**src/rtl/alu_seq_pkg.sv**
```systemverilog
// Shared definitions for the LEGv8 ALU sequencer: op codes, ALU FS encodings,
// controller states and flag bit positions.
package alu_seq_pkg;

  localparam logic [3:0] OP_AND = 4'd0;
  localparam logic [3:0] OP_ORR = 4'd1;
  localparam logic [3:0] OP_EOR = 4'd2;
  localparam logic [3:0] OP_ADD = 4'd3;
  localparam logic [3:0] OP_SUB = 4'd4;
  localparam logic [3:0] OP_LSL = 4'd5;
  localparam logic [3:0] OP_LSR = 4'd6;
  localparam logic [3:0] OP_MUL = 4'd7;

  localparam logic [4:0] FS_AND = 5'b00000;
  localparam logic [4:0] FS_ORR = 5'b00100;
  localparam logic [4:0] FS_EOR = 5'b01100;
  localparam logic [4:0] FS_ADD = 5'b01000;
  localparam logic [4:0] FS_SUB = 5'b01001;
  localparam logic [4:0] FS_LSL = 5'b10000;
  localparam logic [4:0] FS_LSR = 5'b10100;

  typedef enum logic [1:0] {
    ST_IDLE = 2'd0,
    ST_EXEC = 2'd1,
    ST_MUL  = 2'd2,
    ST_DONE = 2'd3
  } state_e;

  localparam int FLAG_V = 3;
  localparam int FLAG_C = 2;
  localparam int FLAG_N = 1;
  localparam int FLAG_Z = 0;

  // Only the arithmetic ops and AND copy the ALU status into the flag register.
  function automatic logic op_takes_alu_flags(input logic [3:0] op);
    return (op == OP_AND) || (op == OP_ADD) || (op == OP_SUB);
  endfunction

endpackage

```
**src/rtl/alu_seq_if.sv**
```systemverilog
// Request/response handshake between datapath control and the ALU sequencer.
interface alu_seq_if #(
  parameter int DATA_W = 64
);
  logic              start;
  logic              in_ready;
  logic [3:0]        op;
  logic              set_flags;
  logic [DATA_W-1:0] a_in;
  logic [DATA_W-1:0] b_in;
  logic              result_valid;
  logic              result_ready;
  logic [DATA_W-1:0] result;
  logic              err;

  modport master (
    output start, op, set_flags, a_in, b_in, result_ready,
    input  in_ready, result_valid, result, err
  );

  modport slave (
    input  start, op, set_flags, a_in, b_in, result_ready,
    output in_ready, result_valid, result, err
  );
endinterface

```
**src/rtl/alu_seq_fs_decode.sv**
```systemverilog
// Combinational op -> ALU control decode. With ALU_SEQ_MUL_EN undefined,
// op 7 decodes as illegal.
module alu_seq_fs_decode
  import alu_seq_pkg::*;
(
  input  logic [3:0] op_i,
  output logic [4:0] fs_o,
  output logic       c0_o,
  output logic       legal_o,
  output logic       is_mul_o
);

  // Op code to FS/C0 and legality.
  always_comb begin
    fs_o     = 5'b00000;
    c0_o     = 1'b0;
    legal_o  = 1'b1;
    is_mul_o = 1'b0;
    case (op_i)
      OP_AND: fs_o = FS_AND;
      OP_ORR: fs_o = FS_ORR;
      OP_EOR: fs_o = FS_EOR;
      OP_ADD: fs_o = FS_ADD;
      OP_SUB: begin
        fs_o = FS_SUB;
        c0_o = 1'b1;
      end
      OP_LSL: fs_o = FS_LSL;
      OP_LSR: fs_o = FS_LSR;
      OP_MUL: begin
`ifdef ALU_SEQ_MUL_EN
        fs_o     = FS_ADD;
        is_mul_o = 1'b1;
`else
        legal_o  = 1'b0;
`endif
      end
      default: legal_o = 1'b0;
    endcase
  end

endmodule

```
**src/rtl/alu_sequencer.sv**
```systemverilog
// Command-side sequencer for the external 64-bit LEGv8 ALU, keeps {V,C,N,Z}.
// Define ALU_SEQ_MUL_EN to build the iterative shift-add multiplier (op 7).
module alu_sequencer
  import alu_seq_pkg::*;
#(
  parameter int         DATA_W    = 64,
  parameter logic [3:0] FLAGS_RST = 4'b0000
) (
  input  logic              clock,
  input  logic              reset,
  alu_seq_if.slave          bus,
  output logic [3:0]        flags,
  output logic [DATA_W-1:0] alu_A,
  output logic [DATA_W-1:0] alu_B,
  output logic [4:0]        alu_FS,
  output logic              alu_C0,
  input  logic [DATA_W-1:0] alu_F,
  input  logic [3:0]        alu_status
);

  state_e            state_q, state_d;
  logic [DATA_W-1:0] a_q, a_d, b_q, b_d;
  logic [3:0]        op_q, op_d;
  logic              sf_q, sf_d;
  logic [DATA_W-1:0] result_q, result_d;
  logic              err_q, err_d;
  logic [3:0]        flags_q, flags_d;
`ifdef ALU_SEQ_MUL_EN
  logic [DATA_W-1:0] acc_q, acc_d, mcand_q, mcand_d, mplier_q, mplier_d;
`endif

  logic [3:0] dec_op_s;
  logic [4:0] dec_fs_s;
  logic       dec_c0_s, dec_legal_s, dec_is_mul_s;

  // In IDLE the incoming op is classified; afterwards the registered op drives the ALU.
  assign dec_op_s = (state_q == ST_IDLE) ? bus.op : op_q;

  alu_seq_fs_decode u_decode (
    .op_i     (dec_op_s),
    .fs_o     (dec_fs_s),
    .c0_o     (dec_c0_s),
    .legal_o  (dec_legal_s),
    .is_mul_o (dec_is_mul_s)
  );

  assign bus.result = result_q;
  assign bus.err    = err_q;
  assign flags      = flags_q;

  // Next-state, datapath update and ALU drive.
  always_comb begin
    state_d  = state_q;
    a_d      = a_q;
    b_d      = b_q;
    op_d     = op_q;
    sf_d     = sf_q;
    result_d = result_q;
    err_d    = err_q;
    flags_d  = flags_q;
`ifdef ALU_SEQ_MUL_EN
    acc_d    = acc_q;
    mcand_d  = mcand_q;
    mplier_d = mplier_q;
`endif
    alu_A            = {DATA_W{1'b0}};
    alu_B            = {DATA_W{1'b0}};
    alu_FS           = 5'b00000;
    alu_C0           = 1'b0;
    bus.in_ready     = 1'b0;
    bus.result_valid = 1'b0;

    case (state_q)
      ST_IDLE: begin
        bus.in_ready = 1'b1;
        if (bus.start) begin
          a_d   = bus.a_in;
          b_d   = bus.b_in;
          op_d  = bus.op;
          sf_d  = bus.set_flags;
          err_d = 1'b0;
          if (!dec_legal_s) begin
            state_d  = ST_DONE;
            result_d = {DATA_W{1'b0}};
            err_d    = 1'b1;
          end else if (dec_is_mul_s) begin
`ifdef ALU_SEQ_MUL_EN
            state_d  = ST_MUL;
            acc_d    = {DATA_W{1'b0}};
            mcand_d  = bus.a_in;
            mplier_d = bus.b_in;
`else
            state_d  = ST_DONE;
            result_d = {DATA_W{1'b0}};
            err_d    = 1'b1;
`endif
          end else begin
            state_d = ST_EXEC;
          end
        end else begin
          state_d = ST_IDLE;
        end
      end
      ST_EXEC: begin
        alu_A    = a_q;
        alu_B    = b_q;
        alu_FS   = dec_fs_s;
        alu_C0   = dec_c0_s;
        result_d = alu_F;
        state_d  = ST_DONE;
        if (sf_q && op_takes_alu_flags(op_q)) begin
          flags_d = alu_status;
        end else begin
          flags_d = flags_q;
        end
      end
`ifdef ALU_SEQ_MUL_EN
      ST_MUL: begin
        alu_A  = acc_q;
        alu_B  = mcand_q;
        alu_FS = dec_fs_s;
        alu_C0 = dec_c0_s;
        if (mplier_q[0]) begin
          acc_d = alu_F;
        end else begin
          acc_d = acc_q;
        end
        mcand_d  = mcand_q << 1;
        mplier_d = mplier_q >> 1;
        // Exit test uses the shifted multiplier, so b=0 still runs one pass.
        if (mplier_d == {DATA_W{1'b0}}) begin
          state_d  = ST_DONE;
          result_d = acc_d;
          if (sf_q) begin
            flags_d         = 4'b0000;
            flags_d[FLAG_N] = acc_d[DATA_W-1];
            flags_d[FLAG_Z] = (acc_d == {DATA_W{1'b0}});
          end else begin
            flags_d = flags_q;
          end
        end else begin
          state_d = ST_MUL;
        end
      end
`endif
      ST_DONE: begin
        bus.result_valid = 1'b1;
        if (bus.result_ready) begin
          state_d = ST_IDLE;
        end else begin
          state_d = ST_DONE;
        end
      end
      default: state_d = ST_IDLE;
    endcase
  end

  // State and datapath registers with synchronous reset.
  always_ff @(posedge clock) begin
    if (reset) begin
      state_q  <= ST_IDLE;
      a_q      <= {DATA_W{1'b0}};
      b_q      <= {DATA_W{1'b0}};
      op_q     <= 4'd0;
      sf_q     <= 1'b0;
      result_q <= {DATA_W{1'b0}};
      err_q    <= 1'b0;
      flags_q  <= FLAGS_RST;
`ifdef ALU_SEQ_MUL_EN
      acc_q    <= {DATA_W{1'b0}};
      mcand_q  <= {DATA_W{1'b0}};
      mplier_q <= {DATA_W{1'b0}};
`endif
    end else begin
      state_q  <= state_d;
      a_q      <= a_d;
      b_q      <= b_d;
      op_q     <= op_d;
      sf_q     <= sf_d;
      result_q <= result_d;
      err_q    <= err_d;
      flags_q  <= flags_d;
`ifdef ALU_SEQ_MUL_EN
      acc_q    <= acc_d;
      mcand_q  <= mcand_d;
      mplier_q <= mplier_d;
`endif
    end
  end

endmodule

```
**src/flat_wrapper.sv**
```systemverilog
// flat-port wrapper written by rule: the top's interface ports become plain ports
module alu_sequencer_flat import alu_seq_pkg::*;
#(
  parameter int         DATA_W    = 64,
  parameter logic [3:0] FLAGS_RST = 4'b0000
)
  (clock, reset, flags, alu_A, alu_B, alu_FS, alu_C0, alu_F, alu_status, bus_start, bus_op, bus_set_flags, bus_a_in, bus_b_in, bus_result_ready, bus_in_ready, bus_result_valid, bus_result, bus_err);
  alu_seq_if #(.DATA_W(DATA_W)) bus_i ();
  input  logic clock;
  input  logic reset;
  output logic [3:0] flags;
  output logic [DATA_W-1:0] alu_A;
  output logic [DATA_W-1:0] alu_B;
  output logic [4:0] alu_FS;
  output logic alu_C0;
  input  logic [DATA_W-1:0] alu_F;
  input  logic [3:0] alu_status;
  input wire logic [$bits(bus_i.start)-1:0] bus_start;
  input wire logic [$bits(bus_i.op)-1:0] bus_op;
  input wire logic [$bits(bus_i.set_flags)-1:0] bus_set_flags;
  input wire logic [$bits(bus_i.a_in)-1:0] bus_a_in;
  input wire logic [$bits(bus_i.b_in)-1:0] bus_b_in;
  input wire logic [$bits(bus_i.result_ready)-1:0] bus_result_ready;
  output wire logic [$bits(bus_i.in_ready)-1:0] bus_in_ready;
  output wire logic [$bits(bus_i.result_valid)-1:0] bus_result_valid;
  output wire logic [$bits(bus_i.result)-1:0] bus_result;
  output wire logic [$bits(bus_i.err)-1:0] bus_err;
  assign bus_i.start = bus_start;
  assign bus_i.op = bus_op;
  assign bus_i.set_flags = bus_set_flags;
  assign bus_i.a_in = bus_a_in;
  assign bus_i.b_in = bus_b_in;
  assign bus_i.result_ready = bus_result_ready;
  assign bus_in_ready = bus_i.in_ready;
  assign bus_result_valid = bus_i.result_valid;
  assign bus_result = bus_i.result;
  assign bus_err = bus_i.err;
  alu_sequencer #(.DATA_W(DATA_W), .FLAGS_RST(FLAGS_RST)) u_core (.clock(clock), .reset(reset), .bus(bus_i), .flags(flags), .alu_A(alu_A), .alu_B(alu_B), .alu_FS(alu_FS), .alu_C0(alu_C0), .alu_F(alu_F), .alu_status(alu_status));
endmodule
```
**config.mk**
```make
export PLATFORM = sky130hd
export DESIGN_NAME = alu_sequencer_flat
export DESIGN_NICKNAME = d
export VERILOG_FILES = /design/src/rtl/alu_seq_pkg.sv /design/src/rtl/alu_seq_if.sv /design/src/rtl/alu_seq_fs_decode.sv /design/src/rtl/alu_sequencer.sv /design/src/flat_wrapper.sv
export SDC_FILE = /design/constraint.sdc
export NUM_CORES = 1
export LEC_CHECK = 0
export CORE_ASPECT_RATIO = 2
export CORE_MARGIN = 4
export CORE_UTILIZATION = 29
export CTS_CLUSTER_SIZE = 28
export DETAILED_ROUTE_END_ITERATION = 10
export SLEW_MARGIN = 10
export SYNTH_ARGS = -nofsm -noshare
export SYNTH_HDL_FRONTEND = slang
export SYNTH_SLANG_ARGS = --single-unit
```
**constraint.sdc**
```tcl
create_clock -name clock -period 2 [get_ports clock]
set_clock_uncertainty 0.15 [all_clocks]
set_input_delay 0.4 -clock clock [delete_from_list [all_inputs] [get_ports clock]]
set_output_delay 0.4 -clock clock [all_outputs]
set_load 0.02 [all_outputs]
```
==> results.yml, run 1 <==
pwr:
  comb_power_share: 0.278
  p_sw_frac: 0.297
  clkPwrFrac: 0.336
  sequentialPowerShare: 0.386
  power.internal_mw: 8.44
  p_switching_mw: 3.57
  ir_worst_vdd_mv: 0.640
  power_density_mw_per_mm2: 785
  p_leak_nw: 6.23
cts:
  clkSinkCount: 204
  cts_root_buf: "clkbuf_16"
  insertion_delay_ns: 0.50
  cts_tree: "done"
  cts_inserted_buffers: 21
  cts_buffer_depth: 3
  htree_levels: 1
  cts.reportedPaths.clkPinSlew_ns: 0.06
placement:
  io_buffers: 408
  globalplace.congestion: 0.822
  placed_cell_area_mm2: 0.0138
  hpwl_mm: 24.2
sta:
  post-route-period-util: 1.20
  post-route-min-period_ns: 2.41
  tightest_slew_ns: 0.603
  layout_setup_ws_ns: -0.408
  rsz0062_at_grt: "true"
  setup_viol: 197
  final_hold_viol_count: 0
  fmax_ghz: 0.415
  final_max_slew_viol_count: 0
  slew_headroom: 0.598
floorplanning:
  die_x_um: 132
  die_h_um: 256
  start_util: 0.295
  ioPinCount: 410
  fp.dieArea_mm2: 0.0338
  core_mm2: 0.0303
  rows: 90
layout:
  nets: 1696
  final_area_mm2: 0.0153
  final_util: 0.505
  syn2layout_area_growth_pct: 71.5
  fillers: 2956
  drive_gt1_frac: 0.283
critical_path:
  cp.arrival_ns: 1.86
  crit_fanout: 4
  required_ns: 1.45
  cp_num_buf_inv: 1
  path_cells: "or3b_4 -> and2_4 -> nor4_4 -> buf_4"
  start_kind: "flop"
  slowest_delay_ns: 0.40
  path_delay_family: "simple AND/OR/NAND/NOR gates"
  crit_type: "reg2out"
  end_kind: "output pin"
  critPathSlowestCell: "or3b_4"
  rrSetupSlack_ns: -0.24
global_routing:
  grt-ovfl-total: 0
  grt_pass1_wl_mm: 52.1
  antenna_found_initial: 8
  grt_pass1_vias: 9058
  grt_start_max_net_pins: 92
  grt_usage: 0.193
logic_synthesis:
  async_flop_share: 0
  synth_flop_cell: "dfxtp_1"
  syn_area_mm2: 0.00893
  synth_cell_types: 34
  avgSynthCellArea_um2: 8.31
  synth_edf_count: 0
  syn_nets: 1279
  yosys_warnings: 0
  yosysSeqAreaShare: 0.457
  syn-instance-count: 1074
  synth.ff_latch_count: 204
route:
  drc_errors: 0
  detail-route-antenna-nets: 0
  drt-pass1-iter-count: 4
  avgRoutedWirePerCell_um: 19.1
  drt_iter0_drc: 428
  wl_met3_mm: 2.17
  vias: 9181
  routed.top_layer: "met4"
  routed-wl-met2_mm: 19.5
  routed_wl_mm: 35.8
  via_per_inst: 4.88
  drt-met1-wl_mm: 12.5
outcome:
  status: "finished, violations left"
  violations: "setup timing"
worst_hold_path:
  hold_class: "in2reg"
run:
  cap_violations: 0
through the flow:
stage          setup WS, ns  hold slack (ns)  total power, mW  std cells  TNS (ns)
6_report             -0.408            0.258             12.0       1880    -58.74
5_1_grt              -0.481            0.257             12.6       1880    -72.26
4_1_cts              -0.480            0.234             11.9       1861    -65.95
3_5_place_dp         -0.890            0.292             7.77       1809    -90.80
3_3_place_gp         -0.912            0.287             7.74       1809    -91.32
2_1_floorplan      -0.00740            0.282             6.25       1074  -0.00740
flip-flops by register name (all words and copies together) (netlist names):
register,cells
u_core.sf_q,1
u_core.bus.result,64
u_core.state_q,2
u_core.flags,4
u_core.op_q,4
u_core.a_q,64
u_core.b_q,64
u_core.bus.err,1
cells in the final DEF, fill, tap and decap left out, types with 2 or more instances in the layout:
cell type / instances
a21oi_1: 198
a22oi_1: 64
and2_1: 48
and2_4: 83
buf_12: 25
buf_16: 2
buf_2: 2
buf_4: 65
buf_6: 114
buf_8: 3
bufinv_16: 2
clkbuf_1: 6
clkbuf_16: 30
clkbuf_8: 6
clkdlybuf4s50_1: 203
clkinv_2: 2
dfxtp_1: 199
dfxtp_2: 3
dfxtp_4: 2
diode_2: 8
dlygate4sd2_1: 69
mux2i_1: 4
nand2_1: 269
nor2_1: 8
nor3_2: 3
o22ai_2: 56
o22ai_4: 8
power by group through the flow:
stage                     clock (mW)  combinational, mW  sequential (mW)
after detailed placement           0               3.06             4.72
after global placement             0               3.03             4.70
after CTS                       4.19               3.10             4.63
after floorplan                    0               1.39             4.86
final                           4.03               3.34             4.64
after global routing            4.31               3.59             4.68
timing repair:
| item | 4_1_cts | 5_1_grt |
|---|---|---|
| resized for setup | 621 | 293 |
| gates cloned | 4 | 10 |
| endpoints found under the setup margin | 269 | 197 |
| pin swaps | 7 | 39 |
| buffers inserted | 12 | 3 |
| hold buffers | 0 | 0 |
final cells by class:
class | count | area, um2 | share of cell area
repair buffers | 495 | 5300 | 0.346
multi-input cells | 767 | 4740 | 0.310
flip-flops and latches | 204 | 4100 | 0.267
clock buffers | 32 | 617 | 0.0403
well taps | 368 | 460 | 0.0301
clock inverters | 4 | 70.1 | 0.00458
diodes | 8 | 20.0 | 0.00131
inverters | 2 | 7.51 | 0.000490
routing by layer:
metal,track usage,up-vias
met5,0,-
met2,0.360,308
met1,0.198,4297
li1,-,4502
met3,0.0405,74
met4,0.105,0
path summary, 6_finish.rpt:
| check | start | end | cells past startpoint |
|---|---|---|---|
| max | u_core.state_q[1]$_SDFF_PP0_ | alu_FS[4] | 4 |
| min | reset | u_core.b_q[23]$_SDFFE_PP0P_ | 3 |
| min reg2reg | u_core.a_q[8]$_SDFFE_PP0P_ | u_core.a_q[8]$_SDFFE_PP0P_ | 2 |
| max reg2reg | u_core.state_q[1]$_SDFF_PP0_ | u_core.bus.result[46]$_SDFFE_PP0P_ | 8 |
worst min-delay path: stages:
cell	delay, ns
clkbuf_8	0.12
buf_12	0.20
a21oi_1	0.13
synth_stat cells, types with 2 or more instances:
library cell,instances,share of area
mux2i_1,4,0.0045
nand2b_1,2,0.0014
a22oi_1,65,0.055
buf_1,5,0.0021
and2_1,131,0.092
nand2_1,270,0.11
nor4_1,2,0.0014
inv_1,2,0.00084
a211oi_1,2,0.0017
buf_2,22,0.012
nor2_1,8,0.0034
o22ai_2,60,0.084
clkbuf_1,59,0.025
buf_4,9,0.0076
dfxtp_1,204,0.46
nor3_1,4,0.0022
o21ai_0,2,0.0011
buf_6,6,0.0076
a21oi_1,199,0.11
o22ai_1,4,0.0028
kinds of logic (layout without fill, tap and decap cells):
logic type | count (synthesis) | after routing | synth area share
other | 1 | 9 | 0.000420
buffers and inverters | 103 | 533 | 0.0552
AOI/OAI and AO/OA | 336 | 336 | 0.260
and+or+nand+nor | 424 | 424 | 0.220
muxes | 5 | 5 | 0.00575
xor gates and xnor gates | 1 | 1 | 0.000981
DFF | 204 | 204 | 0.457
Power figures use the tool's default switching activity.
==> run 2, diff against run 1 <==
Settings changed: CORE_UTILIZATION 29 to 30, SLEW_MARGIN 10 to default.
==> run 2 against run 1 <==
Against the previous run:
- the run still ends with setup timing left
- clock power decreased by 6.9%
- cell area decreased by 1.1%
- worst setup slack gained 0.021 ns
- fmax up 0.87%
- highest routed layer is now met5
- critical path depth grew 2
- routed wire length fell by 1.0%
- largest power group unchanged
- largest cell class unchanged
- sequential cell count unchanged
- global-route usage up 0.84 points
==> results.yml, run 2 (synthesis gave the netlist of run 1 again) <==
outcome:
  status: "finished, violations left"
  violations: "setup timing"
sta:
  rsz0062_at_grt: "true"
  final_hold_viol_count: 0
  fin_tns_setup_ns: -50.78
  fmax_ghz: 0.419
  layout_setup_ws_ns: -0.387
  post-route-min-period_ns: 2.39
  final_max_slew_viol_count: 0
  post-route-period-util: 1.19
  setup_viol: 198
  whs_ns: 0.144
route:
  drt_iter0_drc: 461
  via_per_inst: 4.89
  avgRoutedWirePerCell_um: 19.0
  drt-pass1-iter-count: 5
  vias: 9138
  routed_wl_mm: 35.5
  detail-route-antenna-nets: 0
  drc_errors: 0
pwr:
  power_mw: 11.7
  p_leak_nw: 6.16
  power_density_mw_per_mm2: 775
  ir_worst_vdd_mv: 0.612
critical_path:
  crit_fanout: 3
  required_ns: 1.45
  start_kind: "flop"
  cp.arrival_ns: 1.84
  r2r_cells: 9
  end_kind: "output pin"
  crit_type: "reg2out"
cts:
  cts_buffer_depth: 3
  cts_root_buf: "clkbuf_16"
  cts.reportedPaths.clkPinSlew_ns: 0.06
  cts_inserted_buffers: 21
  htree_levels: 1
  cts_tree: "done"
  clkSinkCount: 204
  insertion_delay_ns: 0.50
global_routing:
  antenna_found_initial: 5
  grt-ovfl-total: 0
  grt_start_max_net_pins: 89
  grt_usage: 0.201
  grt_pass1_wl_mm: 51.6
  grt_pass1_vias: 8911
run:
  cap_violations: 0
worst_hold_path:
  whs_path_depth: 3
  hold_class: "in2reg"
layout:
  drive_gt1_frac: 0.259
  final_cell_mix: "268 x nand2_1, 202 x clkdlybuf4s50_1, 201 x dfxtp_1"
  nets: 1696
  final_common_cell: "nand2_1"
  syn2layout_area_growth_pct: 69.6
  final_area_mm2: 0.0151
  fillers: 2819
placement:
  globalplace.congestion: 0.826
  pre_cts_slack_ns: -0.959
  placed_cell_area_mm2: 0.0136
  hpwl_mm: 23.6
  io_buffers: 408
floorplanning:
  ioPinCount: 410
  core_mm2: 0.0294
  rows: 89
  start_util: 0.304
  die_x_um: 130
  die_h_um: 252
  fp.dieArea_mm2: 0.0327
## run 2: changes by cell type in the layout (fill, tap and decap cells not counted), moves of 6 or more
cell / delta
and2_1: +35
and2_4: -35
buf_6: -20
clkdlybuf4s15_2: +9
buf_2: +6
diode_2: -6
o22ai_4: -6
## run 2: critical path, stage by stage, from the launching register on
cell	delay, ns
dfxtp_2	0.34
or3b_4	0.40
and2_4	0.19
buf_6	0.11
nand2_2	0.06
a211oi_2	0.07
buf_4	0.17
## run 2: per-layer routing
metal  routed length (um)  vias up  GRT usage
li1                     -     4484          -
met1                12300     4280      0.214
met2                19600      312      0.384
met3                 2470       56     0.0428
met4                 1050        6     0.0666
met5                   35        -          0
## run 2: per-stage QoR
stage               utilization  instances
floorplan                     -       1074
global placement          0.462       1792
detailed placement        0.462       1792
CTS                       0.507       1862
global route              0.515       1870
finish                    0.515       1870
## run 2: area by class of cell
cell class / instances / area [um2] / share of cell area
Inverter: 2 / 7.51 / 0.000496
Sequential cell: 204 / 4090 / 0.270
Clock buffer: 29 / 596 / 0.0393
Antenna cell: 2 / 5.00 / 0.000331
Tap cell: 364 / 455 / 0.0301
Clock inverter: 7 / 38.8 / 0.00256
Timing Repair Buffer: 495 / 5310 / 0.351
Multi-Input combinational cell: 767 / 4640 / 0.306
## run 2: path summary, 6_finish.rpt
check / startpoint / endpoint / slack, ns
hold reg to reg: u_core.b_q[49]$_SDFFE_PP0P_ / u_core.b_q[49]$_SDFFE_PP0P_ / 0.30
setup reg to reg: u_core.state_q[1]$_SDFF_PP0_ / u_core.bus.result[4]$_SDFFE_PP0P_ / -0.23
setup / recovery: u_core.state_q[1]$_SDFF_PP0_ / alu_FS[3] / -0.39
hold / removal: bus_op[2] / u_core.op_q[2]$_SDFFE_PP0P_ / 0.14
## run 2: power by group
group / switching [mW] / internal (mW) / total, mW / leakage (nW)
clock: 1.67 / 2.08 / 3.75 / 0.320
combinational: 1.68 / 1.67 / 3.35 / 4.17
sequential: 0.210 / 4.42 / 4.63 / 1.67
total: 3.56 / 8.17 / 11.7 / 6.16
## run 2: what timing repair did
item                       in CTS  in global routing
hold endpoints to repair        2                  0
pin swaps                      20                 23
cloned                         10                  4
hold buffers                    1                  0
resized for setup             712                144
setup endpoints to repair     267                206
setup buffers                  23                  9
==> run 3, diff against run 2 <==
Clock period 2 ns to 3 ns, I/O delays scaled along.
==> run 3 against run 2 <==
Against the previous run:
- the run now ends clean
- core utilization shrank 4.0 points
- register-to-register slack improved by 1.1 ns
- die area stayed put
- combinational power fell by 44%
- cell area fell by 7.8%
- via count decreased by 4.3%
- critical path depth is 1 higher
- global-route usage down 1.2 points
==> results.yml, run 3 (synthesis gave the netlist of run 1 again) <==
placement:
  placed_cell_area_mm2: 0.0134
  io_buffers: 408
  hpwl_mm: 23.1
  globalplace.congestion: 0.789
cts:
  cts_tree: "done"
  htree_levels: 1
  cts_root_buf: "clkbuf_16"
  cts_buffer_depth: 3
  cts.reportedPaths.clkPinSlew_ns: 0.06
  cts_setup_buffers: 0
  insertion_delay_ns: 0.51
  clkSinkCount: 204
  cts_inserted_buffers: 22
  holdBufCountCts: 0
route:
  routed_wl_mm: 32.8
  drc_errors: 0
  vias: 8745
  drt_iter0_drc: 314
  avgRoutedWirePerCell_um: 18.1
  drt-pass1-iter-count: 4
  via_per_inst: 4.82
  detail-route-antenna-nets: 0
layout:
  final_cell_mix: "276 x clkdlybuf4s50_1, 269 x nand2_1, 204 x dfxtp_1"
  drive_gt1_frac: 0.0939
  final_area_mm2: 0.0140
  syn2layout_area_growth_pct: 56.3
  nets: 1639
  final_common_cell: "clkdlybuf4s50_1"
global_routing:
  grt_pass1_wl_mm: 49.2
  antenna_found_initial: 5
  grt_pass1_vias: 8613
  grt_usage: 0.189
  grt-ovfl-total: 0
  grt_start_max_net_pins: 104
critical_path:
  start_kind: "input pin"
  path_cells: "clkdlybuf4s50_1 -> or3b_2 -> and2_1 -> buf_4 -> nand2_1 -> a211oi_1 -> buf_2"
  crit_type: "in2out"
  cp.arrival_ns: 2.16
  end_kind: "output pin"
  slowest_delay_ns: 0.50
  required_ns: 2.25
  critPathSlowestCell: "clkdlybuf4s50_1"
  crit_fanout: 2
sta:
  post-route-min-period_ns: 2.91
  final_max_slew_viol_count: 0
  slew_headroom: 0.391
  setup_viol: 0
  final_hold_viol_count: 0
  post-route-period-util: 0.971
  tightest_slew_ns: 0.912
  fmax_ghz: 0.343
  rsz0062_at_grt: "false"
run:
  cap_violations: 0
worst_hold_path:
  hold_class: "reg2reg"
pwr:
  ir_worst_vdd_mv: 0.383
  power_mw: 7.64
  power_density_mw_per_mm2: 548
  p_leak_nw: 5.58
floorplanning:
  start_util: 0.304
  fp.dieArea_mm2: 0.0327
  core_mm2: 0.0294
  rows: 89
  die_h_um: 252
  die_x_um: 130
  ioPinCount: 410
outcome:
  status: "complete, no violations"
==> run 3: cell types whose count changed in the layout (fill, tap and decap cells not counted), moves of 4 or more <==
cell             previous run  this run
buf_12                     30        12
and2_1                     83       130
buf_6                      94         1
clkdlybuf4s15_1             0        14
clkdlybuf4s15_2             9         0
buf_16                      7         0
clkdlybuf4s50_1           202       276
clkinv_2                    6         2
clkbuf_1                    4         8
dlygate4sd2_1              70       112
and2_4                     48         1
buf_2                       8         1
buf_4                      65        17
==> run 3: stage by stage <==
| stage | setup slack (ns) | util | setup TNS, ns | instances | hold slack [ns] |
|---|---|---|---|---|---|
| floorplan | 0.374 | - | 0 | 1074 | 0.282 |
| global placement | -0.418 | 0.455 | -0.864 | 1774 | 0.287 |
| detailed placement | -0.403 | 0.455 | -0.888 | 1774 | 0.292 |
| CTS | 0.0196 | 0.474 | 0 | 1813 | 0.300 |
| global route | 0.00152 | 0.475 | 0 | 1816 | 0.319 |
| finish | 0.0857 | 0.475 | 0 | 1816 | 0.297 |
==> run 3: final cells by class <==
type / count / area, um2
Inverter: 2 / 7.51
Fill cell: 2975 / 15400
Clock buffer: 34 / 647
Sequential cell: 204 / 4080
Tap cell: 364 / 455
Antenna cell: 3 / 7.51
Clock inverter: 5 / 55.1
Multi-Input combinational cell: 767 / 4390
Timing Repair Buffer: 437 / 4310
==> run 3: final timing paths <==
check                                     from                            endpoint  slack [ns]  cells past startpoint
setup / recovery                     bus_op[2]                           alu_FS[3]        0.09                      7
hold / removal     u_core.a_q[10]$_SDFFE_PP0P_         u_core.a_q[10]$_SDFFE_PP0P_        0.30                      2
setup reg to reg  u_core.state_q[1]$_SDFF_PP0_  u_core.bus.result[29]$_SDFFE_PP0P_        0.86                      6
hold reg to reg    u_core.a_q[10]$_SDFFE_PP0P_         u_core.a_q[10]$_SDFFE_PP0P_        0.30                      2
==> run 3: where the power goes <==
part	switching (mW)	internal, mW	total, mW
logic	0.987	0.877	1.86
registers	0.141	2.95	3.09
clock network	1.12	1.57	2.69
==> run 3: metal layers <==
| layer | routed length [um] | track usage | up-vias | part of all wire |
|---|---|---|---|---|
| li1 | - | - | 4367 | - |
| met3 | 2030 | 0.0388 | 57 | 0.062 |
| met4 | 1070 | 0.0722 | 4 | 0.033 |
| met2 | 17400 | 0.345 | 276 | 0.53 |
| met1 | 12200 | 0.212 | 4041 | 0.37 |
| met5 | 34 | 0 | - | 0.0010 |
==> run 3: critical path, delay by kind of cell <==
family          cells  cell delay (ns)
compound gates      1             0.07
buf+inv             3             0.80
simple gates        3             0.69
==> run 3: repair_timing <==
| action | 4_1_cts | 5_1_grt |
|---|---|---|
| endpoints found under the setup margin | 131 | 18 |
| pin swaps | 0 | 1 |
| gates resized for setup | 140 | 21 |
| hold endpoints to repair | 0 | 0 |
